==> src/rtl/mem_stage_pkg.sv <==
// Shared widths, FSM encoding and the EX->MEM bus layout for the memory stage.
package mem_stage_pkg;
  localparam int EX_RF_LEN  = 39;
  localparam int MEM_WB_LEN = 70;
  localparam int MEM_RF_LEN = 39;
  localparam int DATA_W     = 32;
  localparam int REG_AW     = 5;

  typedef enum logic [1:0] {
    S_IDLE = 2'd0,
    S_WAIT = 2'd1,
    S_DONE = 2'd2
  } mem_state_e;

  typedef struct packed {
    logic              res_from_mem;
    logic              rf_we;
    logic [REG_AW-1:0] rf_waddr;
    logic [DATA_W-1:0] alu_result;
  } ex_rf_t;
endpackage

==> src/rtl/mem_stage_if.sv <==
// Pipeline handshake bundle around the memory stage: EX side, data SRAM response, WB side.
interface mem_stage_if;
  import mem_stage_pkg::*;

  logic                  EX_MEM_valid;
  logic [EX_RF_LEN-1:0]  EX_rf_bus;
  logic [DATA_W-1:0]     EX_pc;
  logic                  MEM_allowin;
  logic [DATA_W-1:0]     data_sram_rdata;
  logic                  data_sram_data_ok;
  logic                  WB_allowin;
  logic                  MEM_WB_valid;
  logic [MEM_WB_LEN-1:0] MEM_WB_bus;
  logic [MEM_RF_LEN-1:0] MEM_rf_bus;

  modport master (
    output EX_MEM_valid, EX_rf_bus, EX_pc, data_sram_rdata, data_sram_data_ok, WB_allowin,
    input  MEM_allowin, MEM_WB_valid, MEM_WB_bus, MEM_rf_bus
  );

  modport slave (
    input  EX_MEM_valid, EX_rf_bus, EX_pc, data_sram_rdata, data_sram_data_ok, WB_allowin,
    output MEM_allowin, MEM_WB_valid, MEM_WB_bus, MEM_rf_bus
  );
endinterface

==> src/rtl/mem_rdata_buf.sv <==
// Holds a load response that arrived while WB was stalled, until the instruction departs.
module mem_rdata_buf
  import mem_stage_pkg::*;
(
  input  logic              clk,
  input  logic              reset,
  input  logic              set,
  input  logic              clr,
  input  logic [DATA_W-1:0] rdata,
  output logic              buf_valid,
  output logic [DATA_W-1:0] buf_data
);

  always_ff @(posedge clk or posedge reset) begin
    if (reset) begin
      buf_valid <= 1'b0;
      buf_data  <= '0;
    end else if (clr) begin
      buf_valid <= 1'b0;
    end else if (set) begin
      buf_valid <= 1'b1;
      buf_data  <= rdata;
    end
  end

endmodule

==> src/rtl/mem_stage.sv <==
// Memory pipeline stage: waits for load data, buffers it across WB stalls, forwards results.
//   state  | meaning
//   IDLE   | no instruction held (MEM_valid=0)
//   WAIT   | load held, response not yet seen
//   DONE   | result available, waiting for WB to accept
module mem_stage
  import mem_stage_pkg::*;
(
  input  logic        clk,
  input  logic        reset,
  mem_stage_if.slave  mem_if
);

  mem_state_e        state_q, state_d;
  ex_rf_t            ex_rf_q;
  logic [DATA_W-1:0] pc_q;
  logic              mem_valid;
  logic              ready_go;
  logic              capture;
  logic              depart;
  logic              buf_set;
  logic              buf_valid;
  logic [DATA_W-1:0] buf_data;
  logic [DATA_W-1:0] rf_wdata;
  ex_rf_t            ex_in;

  assign ex_in = ex_rf_t'(mem_if.EX_rf_bus);

  always_ff @(posedge clk or posedge reset) begin
    if (reset) state_q <= S_IDLE;
    else       state_q <= state_d;
  end

  always_ff @(posedge clk or posedge reset) begin
    if (reset) begin
      ex_rf_q <= '0;
      pc_q    <= '0;
    end else if (capture) begin
      ex_rf_q <= ex_in;
      pc_q    <= mem_if.EX_pc;
    end
  end

  always_comb begin
    state_d = state_q;
    if (depart) begin
      if (capture) state_d = ex_in.res_from_mem ? S_WAIT : S_DONE;
      else         state_d = S_IDLE;
    end else begin
      case (state_q)
        S_IDLE:  if (capture) state_d = ex_in.res_from_mem ? S_WAIT : S_DONE;
        S_WAIT:  if (mem_if.data_sram_data_ok) state_d = S_DONE;
        S_DONE:  state_d = S_DONE;
        default: state_d = S_IDLE;
      endcase
    end
  end

  always_comb begin
    mem_valid           = (state_q != S_IDLE);
    ready_go            = ~ex_rf_q.res_from_mem | mem_if.data_sram_data_ok | buf_valid;
    mem_if.MEM_allowin  = ~mem_valid | (ready_go & mem_if.WB_allowin);
    mem_if.MEM_WB_valid = mem_valid & ready_go;
    capture             = mem_if.EX_MEM_valid & mem_if.MEM_allowin;
    depart              = mem_if.MEM_WB_valid & mem_if.WB_allowin;
    // Only a response seen in WAIT is meaningful; stray pulses elsewhere are dropped.
    buf_set             = (state_q == S_WAIT) & mem_if.data_sram_data_ok & ~mem_if.WB_allowin;
    if (!ex_rf_q.res_from_mem) rf_wdata = ex_rf_q.alu_result;
    else if (buf_valid)        rf_wdata = buf_data;
    else                       rf_wdata = mem_if.data_sram_rdata;
    mem_if.MEM_WB_bus   = {ex_rf_q.rf_we, ex_rf_q.rf_waddr, rf_wdata, pc_q};
    mem_if.MEM_rf_bus   = {ex_rf_q.res_from_mem & mem_valid, ex_rf_q.rf_we & mem_valid,
                           ex_rf_q.rf_waddr, rf_wdata};
  end

  mem_rdata_buf u_rdata_buf (
    .clk       (clk),
    .reset     (reset),
    .set       (buf_set),
    .clr       (depart),
    .rdata     (mem_if.data_sram_rdata),
    .buf_valid (buf_valid),
    .buf_data  (buf_data)
  );

endmodule

==> src/flat_wrapper.sv <==
// flat-port wrapper written by rule: the top's interface ports become plain ports
module mem_stage_flat import mem_stage_pkg::*;
  (clk, reset, mem_if_EX_MEM_valid, mem_if_EX_rf_bus, mem_if_EX_pc, mem_if_data_sram_rdata, mem_if_data_sram_data_ok, mem_if_WB_allowin, mem_if_MEM_allowin, mem_if_MEM_WB_valid, mem_if_MEM_WB_bus, mem_if_MEM_rf_bus);
  mem_stage_if mem_if_i ();
  input  logic clk;
  input  logic reset;
  input wire logic [$bits(mem_if_i.EX_MEM_valid)-1:0] mem_if_EX_MEM_valid;
  input wire logic [$bits(mem_if_i.EX_rf_bus)-1:0] mem_if_EX_rf_bus;
  input wire logic [$bits(mem_if_i.EX_pc)-1:0] mem_if_EX_pc;
  input wire logic [$bits(mem_if_i.data_sram_rdata)-1:0] mem_if_data_sram_rdata;
  input wire logic [$bits(mem_if_i.data_sram_data_ok)-1:0] mem_if_data_sram_data_ok;
  input wire logic [$bits(mem_if_i.WB_allowin)-1:0] mem_if_WB_allowin;
  output wire logic [$bits(mem_if_i.MEM_allowin)-1:0] mem_if_MEM_allowin;
  output wire logic [$bits(mem_if_i.MEM_WB_valid)-1:0] mem_if_MEM_WB_valid;
  output wire logic [$bits(mem_if_i.MEM_WB_bus)-1:0] mem_if_MEM_WB_bus;
  output wire logic [$bits(mem_if_i.MEM_rf_bus)-1:0] mem_if_MEM_rf_bus;
  assign mem_if_i.EX_MEM_valid = mem_if_EX_MEM_valid;
  assign mem_if_i.EX_rf_bus = mem_if_EX_rf_bus;
  assign mem_if_i.EX_pc = mem_if_EX_pc;
  assign mem_if_i.data_sram_rdata = mem_if_data_sram_rdata;
  assign mem_if_i.data_sram_data_ok = mem_if_data_sram_data_ok;
  assign mem_if_i.WB_allowin = mem_if_WB_allowin;
  assign mem_if_MEM_allowin = mem_if_i.MEM_allowin;
  assign mem_if_MEM_WB_valid = mem_if_i.MEM_WB_valid;
  assign mem_if_MEM_WB_bus = mem_if_i.MEM_WB_bus;
  assign mem_if_MEM_rf_bus = mem_if_i.MEM_rf_bus;
  mem_stage u_core (.clk(clk), .reset(reset), .mem_if(mem_if_i));
endmodule
==> config.mk <==
export PLATFORM = sky130hd
export DESIGN_NAME = mem_stage_flat
export DESIGN_NICKNAME = d
export VERILOG_FILES = /design/src/rtl/mem_stage_pkg.sv /design/src/rtl/mem_stage_if.sv /design/src/rtl/mem_rdata_buf.sv /design/src/rtl/mem_stage.sv /design/src/flat_wrapper.sv
export SDC_FILE = /design/constraint.sdc
export NUM_CORES = 1
export LEC_CHECK = 0
export ABC_AREA = 1
export ABC_CLOCK_PERIOD_IN_PS = 6800
export BUFFER_PORTS_ARGS = -buffer_cell sky130_fd_sc_hd__buf_2
export CAP_MARGIN = 20
export CORE_MARGIN = 3
export CORE_UTILIZATION = 30
export DETAILED_ROUTE_END_ITERATION = 12
export GPL_TIMING_DRIVEN = 0
export HOLD_SLACK_MARGIN = 0.05
export PLACE_DENSITY = 0.55
export RECOVER_POWER = 50
export SLEW_MARGIN = 10
export SYNTH_ARGS = -nofsm -noshare
export SYNTH_HDL_FRONTEND = slang
export SYNTH_SLANG_ARGS = --single-unit
==> constraint.sdc <==
create_clock -name clk -period 6.8 [get_ports clk]
set_input_delay 1.36 -clock clk [delete_from_list [all_inputs] [get_ports clk]]
set_output_delay 1.36 -clock clk [all_outputs]
set_load 0.005 [all_outputs]
==> results of run 1 <==
## area by class of cell
cell class / instances / area, um^2
fillers: 1758 / 9910
flip-flops and latches: 106 / 2650
multi-input cells: 372 / 1700
repair buffers: 219 / 1110
plain buffers: 76 / 480
inverters: 75 / 283
well taps: 220 / 275
clock buffers: 9 / 225
clock inverters: 6 / 66.3
## logic make-up after synthesis
| kind of cell | count (synthesis) | synth area share [%] |
|---|---|---|
| buffers and inverters | 151 | 15.5 |
| multiplexers | 1 | 0.218 |
| adder cells (fa/ha/maj) | 4 | 0.968 |
| AND/OR/NAND/NOR | 205 | 15.5 |
| AO/OA/AOI/OAI | 162 | 16.5 |
| flip-flops | 106 | 51.3 |
## path summary, 6_finish.rpt
path	startpoint	to	slack, ns	cells past startpoint
worst max-delay path	mem_if_data_sram_rdata[31]	mem_if_MEM_rf_bus[31]	3.23	5
worst max register to register	u_core.state_q[1]	u_core.mem_if.MEM_WB_bus[67]	4.10	10
worst min register to register	u_core.pc_q[0]	u_core.pc_q[0]	0.48	2
max in group asynchronous	reset	u_core.ex_rf_q[25]	4.47	3
worst min-delay path	u_core.pc_q[0]	u_core.pc_q[0]	0.48	2
min in group asynchronous	reset	u_core.ex_rf_q[5]	1.36	2
## power by group through the flow
| stage | clock network (mW) | logic (mW) | registers [mW] |
|---|---|---|---|
| 5_1_grt | 0.574 | 1.57 | 1.05 |
| 4_1_cts | 0.548 | 1.42 | 1.02 |
| 3_3_place_gp | 0 | 1.40 | 1.02 |
| 3_5_place_dp | 0 | 1.42 | 1.02 |
| 2_1_floorplan | 0 | 0.836 | 1.01 |
| 6_report | 0.527 | 1.37 | 1.02 |
## sequential cells by signal (all words and copies together) (netlist names)
signal,cells
u_core.state_q,2
u_core.pc_q,32
u_core.mem_if.MEM_WB_bus,6
u_core.u_rdata_buf.buf_data,32
u_core.ex_rf_q,33
u_core.u_rdata_buf.buf_valid,1
## per-stage QoR
| stage | area, um^2 | hold slack [ns] | worst slack, ns | power [mW] | cells |
|---|---|---|---|---|---|
| after floorplan | 5170 | 0.448 | 2.65 | 1.84 | 629 |
| after global placement | 6540 | 0.462 | 1.05 | 2.42 | 1067 |
| after detailed placement | 6570 | 0.460 | 3.21 | 2.44 | 1068 |
| after CTS | 6860 | 0.483 | 3.18 | 2.99 | 1083 |
| after global routing | 6790 | 0.500 | 2.96 | 3.20 | 1083 |
| final | 6790 | 0.479 | 3.23 | 2.91 | 1083 |
## Yosys cell counts, drive strengths merged
library cell	instances	area (um^2)
ha	4	50.1
mux2	1	11.3
buf	60	460
nand3b	1	7.51
nor2	4	15.0
nand3	5	30.0
nand4	1	6.26
o21ai	129	691
nand2	194	741
dfrtp	106	2650
a21oi	33	165
clkbuf	16	60.1
inv	75	282
## per-layer routing
metal,GRT usage (%),routed length [um]
met1,22.2,7180
met2,26.6,6940
met3,4.57,1060
met4,3.22,141
met5,0,0
## worst max-delay path, cell delays in order
cell and delay, ns:
buf_2 0.09, o21ai_0 0.06, o21ai_0 0.42, buf_4 0.19, buf_2 0.10
==> summary.txt, run 1 <==
Die
  – IO Count: 219
  – Die Y-Extent: 137 um
  – Row count: 47
  – Die Wd: 137 um
  – Initial core utilization: 31.0%
  – CORE AREA: 16,700 um^2
  – Die ar.: 18,800 um^2

Clocking
  – CTS clk-pin slew, worst paths: 0.07 ns
  – Max Buffers Root-to-Sink: 2
  – CTS resizes: 0
  – Clk Latency, worst-skew pair: 0.35 ns
  – CTS H-tree lvls: 3
  – # clock sinks: 106
  – Post-CTS Hold Buffers: 0
  – Root buffer cell: clkbuf_16
  – TritonCTS clock tree: done
  – Post-CTS setup buffers: 0
  – TritonCTS buffer count: 9

Setup path
  – Worst Path Arrival: 2.21 ns
  – CP required: 5.44 ns
  – Crit-path max FO: 2
  – Crit path capture type: primary output
  – Worst setup path category: in -> out
  – Startpoint Class: input port

Global route
  – Vias in the first global route: 4,647
  – First-pass GRT wire length: 24,000 um
  – Antenna violations before repair: 0
  – Largest net degree at the start of global routing: 76
  – GRT overflow: 0
  – GR Util All Layers: 16.4%

Route
  – DR pass1 iterations: 5
  – Wire per inst: 14.1 um
  – Routed via count: 4,758
  – WL final: 15,300 um
  – Iter 0 DRT Violations: 196
  – Routed vias/inst: 4.39
  – DRT antenna net count: 0
  – DRC Markers: 0

STA
  – Setup TNS: 0 ns
  – Tcrit/Tclk final: 52.6%
  – Setup Viol. Count Final: 0
  – Peak Freq: 280 MHz
  – Worst Tran Pin Value: 1.53 ns
  – Skew final: 0.00988 ns
  – Max-slew violations: 32
  – Final Hold Viols: 0
  – Unrepaired setup endpoints after global routing: false
  – Slew headroom: -2.80%
  – Fin crit period: 3.57 ns

Power and ir drop
  – Internal power: 1.82 mW
  – Switching Power: 1.10 mW
  – Max IR drop VDD: 0.000249 V
  – Clock power share: 18.1%
  – Pleak: 3.78 nW
  – Power per cell area: 429 nW/um^2
  – Switching share of power: 37.6%
  – Combinational share of power: 47.0%
  – Sequential Power Share: 34.9%

Synthesis
  – Synthesized area per cell: 8.22 um^2
  – YS warnings: 0
  – Synth Instances: 629
  – Seq/Total Area, Yosys: 51.3%
  – Netlist cell types: 22
  – Mapped Nets: 741
  – Mapped Area: 5170 um^2
  – Number of synthesized register bits: 106

Cells and area
  – Most frequent cells in the layout: 212 x buf_2, 193 x nand2_1, 106 x dfrtp_1, 99 x o21ai_0, 73 x inv_1
  – Final core utilization: 40.7%
  – P&R area growth vs syn: 31.3%
  – Leading cell type in the layout, fill and taps excluded: buf_2
  – Fin nets: 971
  – Number of diodes: 0
  – Share of cells above drive strength 1: 33.7%

Place
  – # port buffers: 218
  – Routability cong.: 0.726
  – Post-DP HPWL: 11,200 um

Outcome
  – Violated checks: max-capacitance violations, max-slew violations
  – Status: finished with violations

Min path
  – Hold WC Path Type: reg -> reg

Job
  – Max Cap Viol: 1
Note: power is estimated with default switching activity, not from simulation.
==> inputs of run 2 (changes only) <==
Settings changed: ABC_CLOCK_PERIOD_IN_PS 6800 to 2900, PLACE_DENSITY 0.55 to 0.57.
Clock period 6.8 ns to 2.9 ns, I/O delays scaled along.
==> run 2 against run 1 <==
Critical path depth increased by 2. Critical path type is now reg -> out. Highest routed layer is now met5. Via count decreased by 1.1%. Worst hold slack got worse by 0.062 ns. Critical endpoint is now mem_if_MEM_rf_bus[0]. The flow now finishes without violations. Register-to-register slack got worse by 3.7 ns. Clock-buffer cell count increased by 3. Sequential share of layout area decreased by 0.16 points. Largest power group unchanged.
==> summary.txt, run 2 (synthesized netlist as in run 1, its figures left out) <==
Cells and area
  – Number of diodes: 0 (unchanged)
  – Fin nets: 973 (+0.21%)
  – Share of cells above drive strength 1: 33.9% (+0.23 points)
  – P&R area growth vs syn: 31.9%
  – Max reg flops: 33 (unchanged)
  – Largest regs: u_core.ex_rf_q: 33 flops, u_core.pc_q: 32 flops, u_core.u_rdata_buf.buf_data: 32 flops
  – Biggest register: u_core.ex_rf_q
  – Leading cell type in the layout, fill and taps excluded: buf_2
  – Design Area, Final: 6820 um^2 (+0.42%)
  – Most frequent cells in the layout: 207 x buf_2, 193 x nand2_1, 106 x dfrtp_1, 99 x o21ai_0, 73 x inv_1

STA
  – Max-slew violations: 0 (-100%)
  – Skew final: 0.00624 ns (-0.00364 ns)
  – PnR worst setup slack: 0.186 ns (-3.04 ns)
  – Setup TNS: 0 ns (unchanged)
  – Unrepaired setup endpoints after global routing: false
  – Final Hold Viols: 0 (unchanged)
  – Tcrit/Tclk final: 93.6%
  – Fin crit period: 2.71 ns
  – Worst Tran Pin Value: 1.14 ns (-0.398 ns)
  – Setup Viol. Count Final: 0 (unchanged)
  – Peak Freq: 369 MHz
  – Slew headroom: 23.9% (+27 points)

Route
  – DRC Markers: 0 (unchanged)
  – DR pass1 iterations: 4 (-1)
  – Routed via count: 4,708 (-1.1%)
  – Routed vias/inst: 4.34 (-1.3%)
  – DRT antenna net count: 0 (unchanged)
  – Wire per inst: 14.1 um (-0.37%)
  – WL final: 15,300 um (about the same)
  – Iter 0 DRT Violations: 183 (-6.6%)

Power and ir drop
  – Power per cell area: 1000 nW/um^2 (+130%)
  – Pleak: 3.78 nW (-0.12%)
  – Max IR drop VDD: 0.000324 V (+30%)

Setup path
  – CP required: 2.32 ns (-3.12 ns)
  – Worst Path Arrival: 2.13 ns (-0.08 ns)
  – Crit-path max FO: 10 (+8)
  – Worst setup path category: reg -> out
  – Critical Path Source: u_core.ex_rf_q[38]
  – Critical path cell sequence: inv_1, buf_2, a21oi_1, o21ai_0, o21ai_0, buf_4, buf_2
  – CP delay by family, top: buffers and inverters
  – Slowest stage cell, crit path: dfrtp_1
  – Startpoint Class: register
  – Bufs and invs on worst path: 4 (+1)
  – Crit path capture type: primary output
  – CP max stage delay: 0.50 ns (+0.08 ns)
  – Worst R2R Start: u_core.state_q[1]

Place
  – Post-DP Area: 6600 um^2 (+0.48%)
  – Post-DP HPWL: 11,500 um (+3.3%)
  – # port buffers: 218 (unchanged)
  – Routability cong.: 0.728 (+0.17%)
  – Pre-CTS setup slack: 0.367 ns (-2.85 ns)

Global route
  – Largest net degree at the start of global routing: 30 (-61%)
  – Vias in the first global route: 4,594 (-1.1%)
  – GRT overflow: 0 (unchanged)
  – Antenna violations before repair: 1 (+1)
  – GR Util All Layers: 16.5% (+0.081 points)
  – First-pass GRT wire length: 23,800 um (-0.75%)

Clocking
  – Post-CTS Hold Buffers: 0 (unchanged)
  – Post-CTS setup buffers: 0 (unchanged)
  – TritonCTS clock tree: done
  – TritonCTS buffer count: 9 (unchanged)
  – # clock sinks: 106 (unchanged)
  – Root buffer cell: clkbuf_16
  – Clk Latency, worst-skew pair: 0.35 ns (about the same)
  – CTS H-tree lvls: 3 (unchanged)
  – CTS clk-pin slew, worst paths: 0.07 ns (about the same)
  – Max Buffers Root-to-Sink: 2 (unchanged)

Die
  – Die Wd: 137 um (unchanged)
  – Die ar.: 18,800 um^2 (unchanged)
  – CORE AREA: 16,700 um^2 (unchanged)
  – Row count: 47 (unchanged)
  – IO Count: 219 (unchanged)
  – Initial core utilization: 31.0% (unchanged)
  – Die Y-Extent: 137 um (unchanged)

Outcome
  – Status: complete, no violations

Min path
  – Hold_sp: mem_if_EX_pc[0]
  – Hold WC Path Type: in -> reg

Job
  – Max Cap Viol: 0 (-1)
[run 2: cell types whose count changed in the layout (fill, tap and decap cells not counted), moves of 3 or more]
cell / before / now
clkbuf_4: 0 / 11
clkbuf_2: 0 / 5
clkinvlp_4: 0 / 3
buf_4: 43 / 33
buf_6: 4 / 7
buf_2: 212 / 207
[run 2: final timing paths]
path                                              to  slack (ns)  depth (start not counted)
worst max-delay path            mem_if_MEM_rf_bus[0]        0.19                          7
worst min-delay path                  u_core.pc_q[0]        0.42                          3
worst max register to register        u_core.pc_q[1]        0.38                         10
worst min register to register       u_core.pc_q[30]        0.48                          2
max in group asynchronous          u_core.ex_rf_q[6]        0.57                          5
min in group asynchronous            u_core.pc_q[19]        0.44                          2
[run 2: worst min-delay path, delay by kind of cell]
family | cells | cell delay [ns]
buf+inv | 1 | 0.07
simple gates | 2 | 0.08
[run 2: report_power, final]
group	internal, mW	switching [mW]	total [mW]
logic	1.51	1.70	3.21
registers	2.09	0.295	2.38
clock network	0.672	0.556	1.23
total	4.27	2.55	6.82
[run 2: final cells by class]
type	count	area (um^2)
Timing Repair Buffer	221	1100
Clock buffer	12	236
Sequential cell	106	2650
Fill cell	1800	9880
Multi-Input combinational cell	372	1710
Inverter	75	283
Buffer	76	509
Clock inverter	4	52.6
Tap cell	220	275
[run 2: layer usage]
| metal | vias up | track usage, % | wire length [um] |
|---|---|---|---|
| li1 | 2390 | - | - |
| met2 | 171 | 26.2 | 6930 |
| met5 | - | 0 | 13 |
| met1 | 2131 | 21.9 | 6980 |
| met3 | 14 | 4.82 | 1230 |
| met4 | 2 | 4.66 | 167 |
[run 2: through the flow]
| stage | util, % | std cells | total power, mW | hold slack, ns |
|---|---|---|---|---|
| 2_1_floorplan | - | 629 | 4.32 | 0.448 |
| 3_3_place_gp | 39.2 | 1067 | 5.67 | 0.460 |
| 3_5_place_dp | 39.5 | 1070 | 5.73 | 0.460 |
| 4_1_cts | 41.3 | 1086 | 7.00 | 0.278 |
| 5_1_grt | 40.8 | 1086 | 7.46 | 0.410 |
| 6_report | 40.8 | 1086 | 6.82 | 0.417 |
[run 2: what timing repair did]
item / 4_1_cts / 5_1_grt
gates resized for setup: 1 / 6
pin swaps: 0 / 0
setup endpoints to repair: 1 / 13
